## config.mk

```make
export PLATFORM = sky130hd
export DESIGN_NAME = mem_arbiter
export DESIGN_NICKNAME = d
export VERILOG_FILES = /design/src/rtl/mem_arbiter.sv
export SDC_FILE = /design/constraint.sdc
export NUM_CORES = 1
export LEC_CHECK = 0
export CAP_MARGIN = 40
export CORE_ASPECT_RATIO = 0.9
export CORE_MARGIN = 2
export CORE_UTILIZATION = 36
export DETAILED_ROUTE_END_ITERATION = 8
export GPL_TIMING_DRIVEN = 0
export PLACE_DENSITY_LB_ADDON = 0.08
export SLEW_MARGIN = 20
export SYNTH_ARGS = -nofsm -noshare
export SYNTH_HDL_FRONTEND = slang
export SYNTH_SLANG_ARGS = --single-unit
```

## constraint.sdc

```tcl
create_clock -name i_clk -period 2.6 [get_ports i_clk]
set_clock_uncertainty 0.05 [all_clocks]
set_input_delay 0.39 -clock i_clk [delete_from_list [all_inputs] [get_ports i_clk]]
set_output_delay 0.39 -clock i_clk [all_outputs]
set_load 0.005 [all_outputs]
```

## src/rtl/mem_arbiter.sv

```systemverilog
// Two-port arbiter in front of a single-port byte-addressable 32-bit memory.
// One access per three cycles; rejects misaligned load/store and extends narrow loads.
`timescale 1ns/1ps
module mem_arbiter #(
   parameter int ADDR_WIDTH = 16
) (
   input  logic                  i_clk,
   input  logic                  i_reset_n,
   input  logic                  i_if_req,
   input  logic [ADDR_WIDTH-1:0] i_if_addr,
   output logic                  o_if_ack,
   output logic [31:0]           o_if_data,
   input  logic                  i_ls_req,
   input  logic                  i_ls_wr,
   input  logic [1:0]            i_ls_size,
   input  logic                  i_ls_signed,
   input  logic [ADDR_WIDTH-1:0] i_ls_addr,
   input  logic [31:0]           i_ls_data,
   output logic                  o_ls_ack,
   output logic [31:0]           o_ls_data,
   output logic                  o_ls_err,
   output logic [ADDR_WIDTH-1:0] o_mem_addr,
   output logic [31:0]           o_mem_data,
   output logic [1:0]            o_mem_size,
   output logic                  o_mem_we,
   input  logic [31:0]           i_mem_data
);

   typedef enum logic [1:0] {IDLE, IF_ACC, LS_ACC, RESP} state_t;

   state_t      state_q;
   logic        last_ls_q;
   logic        if_ack_q;
   logic        ls_ack_q;
   logic        ls_err_q;
   logic [31:0] if_data_q;
   logic [31:0] ls_data_q;

   logic        ls_misaligned;
   logic        grant_ls;
   logic [31:0] ld_ext;

   always_comb begin
      case (i_ls_size)
         2'b00:   ls_misaligned = 1'b0;
         2'b11:   ls_misaligned = |i_ls_addr[1:0];
         default: ls_misaligned = i_ls_addr[0];
      endcase
   end

   // Ties go to whichever port was not served last.
   assign grant_ls = i_ls_req && (!i_if_req || !last_ls_q);

   always_comb begin
      case (i_ls_size)
         2'b00:        ld_ext = {{24{i_ls_signed & i_mem_data[7]}}, i_mem_data[7:0]};
         2'b01, 2'b10: ld_ext = {{16{i_ls_signed & i_mem_data[15]}}, i_mem_data[15:0]};
         default:      ld_ext = i_mem_data;
      endcase
   end

   // Bus decoded straight from state so an async reset releases write enable immediately.
   always_comb begin
      o_mem_addr = '0;
      o_mem_data = '0;
      o_mem_size = 2'b11;
      o_mem_we   = 1'b1;
      case (state_q)
         IF_ACC: o_mem_addr = i_if_addr;
         LS_ACC: begin
            o_mem_addr = i_ls_addr;
            o_mem_size = i_ls_size;
            if (i_ls_wr) begin
               o_mem_we   = 1'b0;
               o_mem_data = i_ls_data;
            end
         end
         default: ;
      endcase
   end

   always_ff @(posedge i_clk or negedge i_reset_n) begin
      if (!i_reset_n) begin
         state_q   <= IDLE;
         last_ls_q <= 1'b1;
         if_ack_q  <= 1'b0;
         ls_ack_q  <= 1'b0;
         ls_err_q  <= 1'b0;
         if_data_q <= '0;
         ls_data_q <= '0;
      end else begin
         if_ack_q <= 1'b0;
         ls_ack_q <= 1'b0;
         ls_err_q <= 1'b0;
         case (state_q)
            IDLE: begin
               if (grant_ls) begin
                  if (ls_misaligned) begin
                     state_q   <= RESP;
                     ls_ack_q  <= 1'b1;
                     ls_err_q  <= 1'b1;
                     ls_data_q <= '0;
                  end else begin
                     state_q <= LS_ACC;
                  end
               end else if (i_if_req) begin
                  state_q <= IF_ACC;
               end
            end
            IF_ACC: begin
               if_data_q <= i_mem_data;
               if_ack_q  <= 1'b1;
               last_ls_q <= 1'b0;
               state_q   <= RESP;
            end
            LS_ACC: begin
               ls_data_q <= i_ls_wr ? 32'h0 : ld_ext;
               ls_ack_q  <= 1'b1;
               last_ls_q <= 1'b1;
               state_q   <= RESP;
            end
            default: state_q <= IDLE;
         endcase
      end
   end

   assign o_if_ack  = if_ack_q;
   assign o_if_data = if_data_q;
   assign o_ls_ack  = ls_ack_q;
   assign o_ls_data = ls_data_q;
   assign o_ls_err  = ls_err_q;

endmodule

```

# Word-level counts from Yosys, hierarchy flattened
# Index checks and enable logic that the tools add are counted.
dict set report word_totals {
  ff_bits 70
  output_inout_bits 118
}
dict set report classes {
  bitwise_logic 2
  n_eq_ne 8
  n_mux 22
  reduce_logical 12
}
# op count
set op_table {}
lappend op_table {{$mux W32} 5}
lappend op_table {{$pmux W32 S2} 2}
lappend op_table {{$pmux W16 S2} 1}
lappend op_table {{$mux W1} 7}
lappend op_table {{$eq A2 B2 Y1 const B} 3}
lappend op_table {{$mux W2} 3}
lappend op_table {{$pmux W1 S2} 3}
lappend op_table {{$reduce_or A2 Y1} 3}
lappend op_table {{$eq A2 B1 Y1 const B} 2}
lappend op_table {{$logic_not A2 Y1} 2}
lappend op_table {{$ne A2 B2 Y1 const B} 2}
lappend op_table {{$pmux W2 S2} 1}
lappend op_table {{$reduce_bool A2 Y1} 2}
lappend op_table {{$ne A3 B3 Y1 const B} 1}
lappend op_table {{$reduce_and A3 Y1} 1}
lappend op_table {{$and A1 B1 Y1} 2}
lappend op_table {{$logic_not A1 Y1} 2}
lappend op_table {{$logic_and A1 B1 Y1} 1}
lappend op_table {{$logic_or A1 B1 Y1} 1}

# Longest topological paths before layout
dict set report depth {
  word_depth 5
  mapped_depth 7
}

# Least setup slack after synthesis
# Ideal clock, no wire load.
dict set report synth_path {
  kind {flip-flop to output port}
  startpoint {register state_q[0]}
  endpoint {output port o_mem_addr[0]}
  t_required_ns 2.160
  stages_incl_launch_ff 7
  setup_slack_ns 0.591
  t_arrival_ns 1.569
  path_cell_list {dfrtp_1 > inv_1 > ha_1 > and2_1 > clkbuf_1 > clkbuf_1 > a22o_1}
}
dict set report synth_between {
  elab_chain_cells 2
  elab_cells_between_ends 3
  classes_between {eq/ne (2); mux (1)}
}
# item line
set synth_rtl {}
lappend synth_rtl {{from (decl)} 31} ;# state_t state_q;
lappend synth_rtl {{from (signal assigned)} 84} ;# state_q <= IDLE;
lappend synth_rtl {{from (signal assigned)} 99} ;# state_q <= RESP;
lappend synth_rtl {{from (signal assigned)} 104} ;# state_q <= LS_ACC;
lappend synth_rtl {{$eq A2 B2 Y1 or $eq A2 B1 Y1 (tied branches)} 68} ;# case (state_q)
lappend synth_rtl {{$pmux W16 S2 (*)} 68}
lappend synth_rtl {{to (decl)} 22} ;# output logic [ADDR_WIDTH-1:0] o_mem_addr,
# Mark *: on every way between the ends. The rest lies on a longest branch, timed or not.

# Worst setup path after layout
dict set report layout_path {
  startpoint {register state_q[1]}
  endpoint {output port o_mem_addr[6]}
}
# The elaborated chain is that of the path after synthesis.

==> metrics.md <==
| Metric | Value |
|---|---|
| Final setup fails | `0` |
| Number of cells after detailed placement | `621` |
| Core Region | `9084 um^2` |
| Clk Latency, worst-skew pair | `350 ps` |
| Worst slew margin | `0.4937` |
| Reg2reg start | `state_q[1]$_DFFE_PN0P_` |
| Sequential element share of the synthesized area | `0.5249` |
| Final #Nets | `630` |
| Crit path largest cell delay | `430 ps` |
| Detailed-route via count | `3,185` |
| P&R area growth vs syn | `83.03%` |
| Commonest non-fill, non-tap cell in the layout | `clkdlybuf4s50_1` |
| Clk root buf | `clkbuf_8` |
| Yosys warnings | `0` |
| Worst setup startpoint | `state_q[1]$_DFFE_PN0P_` |
| Worst slew pin tran | `759.4 ps` |
| Initial Utilization | `0.3676` |
| CTS tree | `done` |
| Synthesized flop and latch total | `70` |
| CTS H-tree depth | `3` |
| Via-to-Cell Ratio | `4.930` |
| Vias in the first global route | `3,307` |
| Setup crit end | `o_mem_addr[6]` |
| Post-synthesis net count | `388` |
| Reg2reg setup slack | `540 ps` |
| Critical path cell sequence | `inv_2, ha_4, and2_4, buf_4, a22o_1, clkdlybuf4s50_1` |
| Die Y | `95.37 um` |
| Hold slack | `448.6 ps` |
| Max Freq | `393.0 MHz` |
| First-pass GRT wire length | `17.44 mm` |
| Drt pass-1 iters | `6` |
| Status | `finished, final reports clean` |
| Max Cap Violations | `0` |
| Max VDD drop | `0.5881 mV` |
| Total gr overflow | `0` |
| Setup_tns | `0 ps` |
| Worst Setup End Kind | `output port` |
| RR Endpoint | `o_ls_data[25]$_DFFE_PN0P_` |
| Hold Path Class | `flop to flop` |
| Synth unique cells | `30` |
| Post-Layout Cell Count | `646` |
| Pins over their slew limit | `0` |
| Most frequent cells in the layout | `209 x clkdlybuf4s50_1, 69 x dfrtp_1, 41 x a22o_1` |
| DPL Wire Length | `8.403 mm` |
| Arr. time, crit path | `2100 ps` |
| Post-layout minimum cycle time | `2544 ps` |
| Layout cells sized above 1 | `0.1679` |
| Num CTS Buffers | `9` |
| Reg2reg path depth | `7` |
| DRC Markers | `0` |
| DIE AREA | `10,060 um^2` |
| Mapped Area | `3339 um^2` |
| Synth Instances | `277` |
| Tcrit/Tclk final | `0.9786` |
| Crit Path Category | `flop to output port` |
| Final Util | `0.6729` |
| Bufs on Longest Clock Path | `2` |
| Final GP Congestion | `0.7441` |
| Antenna-violating nets left | `0` |
| Clock-pin transition on the worst setup and hold timing paths | `90 ps` |
| Die W | `105.5 um` |
| Rows | `33` |
| Largest net degree at the start of global routing | `41` |
| Worst Setup Start Kind | `flop` |
| Hold Violations, Final | `0` |
| Total power | `6.168 mW` |
| I/O Pins | `222` |
| Fillers | `707` |
| Routed wire length per instance | `17.61 um` |
| Antenna cells | `0` |
| PD cells | `1009 nW/um^2` |
| WP data required | `2160 ps` |
| Final wirelength | `11.38 mm` |
| Crit Path Max Fanout | `7` |
| CP max stage cell | `clkdlybuf4s50_1` |
| Initial antenna violation count | `0` |
| CTS sink count | `70` |
| IO Port Bufs | `221` |
| Avg Synthesized Cell Area | `12.06 um^2` |
| Overall Global Routing Usage | `0.2205` |
| Drt initial violations | `123` |
| Leakage | `2.786 nW` |
==> worst min path at each step <==
stage                                          from                   endpoint  slack [ps]  depth (start not counted)
after CTS                 o_ls_data[11]$_DFFE_PN0P_  o_ls_data[11]$_DFFE_PN0P_         450                          1
after floorplan                           i_reset_n         o_if_ack$_DFF_PN0_          40                          0
after detailed placement                  i_reset_n  o_ls_data[11]$_DFFE_PN0P_         310                          1
final                      o_ls_data[8]$_DFFE_PN0P_   o_ls_data[8]$_DFFE_PN0P_         450                          1
after global routing      o_ls_data[11]$_DFFE_PN0P_  o_ls_data[11]$_DFFE_PN0P_         460                          1
after global placement    o_ls_data[15]$_DFFE_PN0P_  o_ls_data[15]$_DFFE_PN0P_         420                          1
==> final cells by class <==
cell class	count	area, um^2	area share
Inverter	6	22.52	0.003685
Clock inverter	6	68.82	0.01126
Timing Repair Buffer	234	2346	0.3838
Buffer	20	127.6	0.02088
Tap cell	122	152.6	0.02497
Sequential cell	70	1753	0.2868
Multi-Input combinational cell	178	1504	0.2461
Clock buffer	10	137.6	0.02252
==> cell usage after synthesis <==
| library cell | number | area, um^2 |
|---|---|---|
| mux2_2 | 33 | 371.6 |
| buf_6 | 1 | 11.26 |
| nand2b_1 | 17 | 106.4 |
| o21ai_0 | 1 | 5.000 |
| buf_2 | 7 | 35.03 |
| a22o_1 | 41 | 359.1 |
| a211oi_4 | 1 | 20.02 |
| nand2_1 | 7 | 26.28 |
| inv_1 | 6 | 22.52 |
| nor2_1 | 3 | 11.26 |
| o2bb2ai_1 | 8 | 70.07 |
| a21oi_1 | 13 | 65.06 |
| dfstp_2 | 1 | 26.28 |
| ha_1 | 7 | 87.58 |
| nor2b_1 | 2 | 12.51 |
| and4b_1 | 1 | 10.01 |
| or2_1 | 2 | 12.51 |
| buf_1 | 2 | 7.510 |
| o211ai_4 | 1 | 21.27 |
| o31ai_1 | 1 | 7.510 |
| a21o_1 | 1 | 7.510 |
| clkbuf_1 | 13 | 48.80 |
| a31oi_2 | 1 | 12.51 |
| dfrtp_1 | 69 | 1727 |
| a21boi_4 | 1 | 18.77 |
| or2_2 | 1 | 6.260 |
| and3_1 | 32 | 200.2 |
| a32o_1 | 1 | 10.01 |
| and2_1 | 2 | 12.51 |
| o21a_1 | 1 | 7.510 |
==> flip-flops by register name, summed over array words and instances (netlist names) <==
| name | flops |
|---|---|
| o_if_ack | 1 |
| state_q | 2 |
| last_ls_q | 1 |
| o_if_data | 32 |
| o_ls_err | 1 |
| o_ls_data | 32 |
| o_ls_ack | 1 |
==> power by group <==
part	total (mW)	switching, mW	internal (mW)
sequential	1.83	0.253	1.58
clock	0.919	0.445	0.474
combinational	3.42	1.25	2.17
==> critical path, delay by kind of cell, from the launching register on <==
family,cells,cell delay [ps]
flip-flops,1,410
buffers and inverters,3,700
adder cells (fa/ha/maj),1,220
AND/OR/NAND/NOR,1,190
AO/OA/AOI/OAI,1,220
==> layer usage <==
layer | global-route usage | up-vias | part of all wire
met5 | 0 | - | 0
met4 | 0.07675 | 0 | 0.018
met3 | 0.06425 | 20 | 0.084
met2 | 0.3952 | 141 | 0.49
met1 | 0.2541 | 1524 | 0.41
li1 | - | 1500 | -
==> what timing repair did <==
| action | in CTS | in global routing |
|---|---|---|
| gates resized for setup | 23 | 15 |
| hold endpoints to repair | 29 | 0 |
| hold buffers | 1 | 0 |
| pin swaps | 0 | 3 |
| gates cloned | 0 | 1 |
| setup buffers | 3 | 7 |
| endpoints found under the setup margin | 51 | 36 |
==> per-stage QoR <==
stage	cell area, um^2	setup slack (ps)
3_3_place_gp	5704	-1387
5_1_grt	6112	-18.87
4_1_cts	6016	1.688
6_report	6112	55.56
3_5_place_dp	5722	-244.0
2_1_floorplan	3339	590.5
==> logic make-up after synthesis <==
kind of cell	count (synthesis)	share of synthesized area
flip-flops	70	0.5249
AND/OR/NAND/NOR	67	0.1191
buffers and inverters	29	0.03747
AO/OA/AOI/OAI	71	0.1810
multiplexers	33	0.1113
adder cells (fa/ha/maj)	7	0.02623
Power figures use the tool's default switching activity.
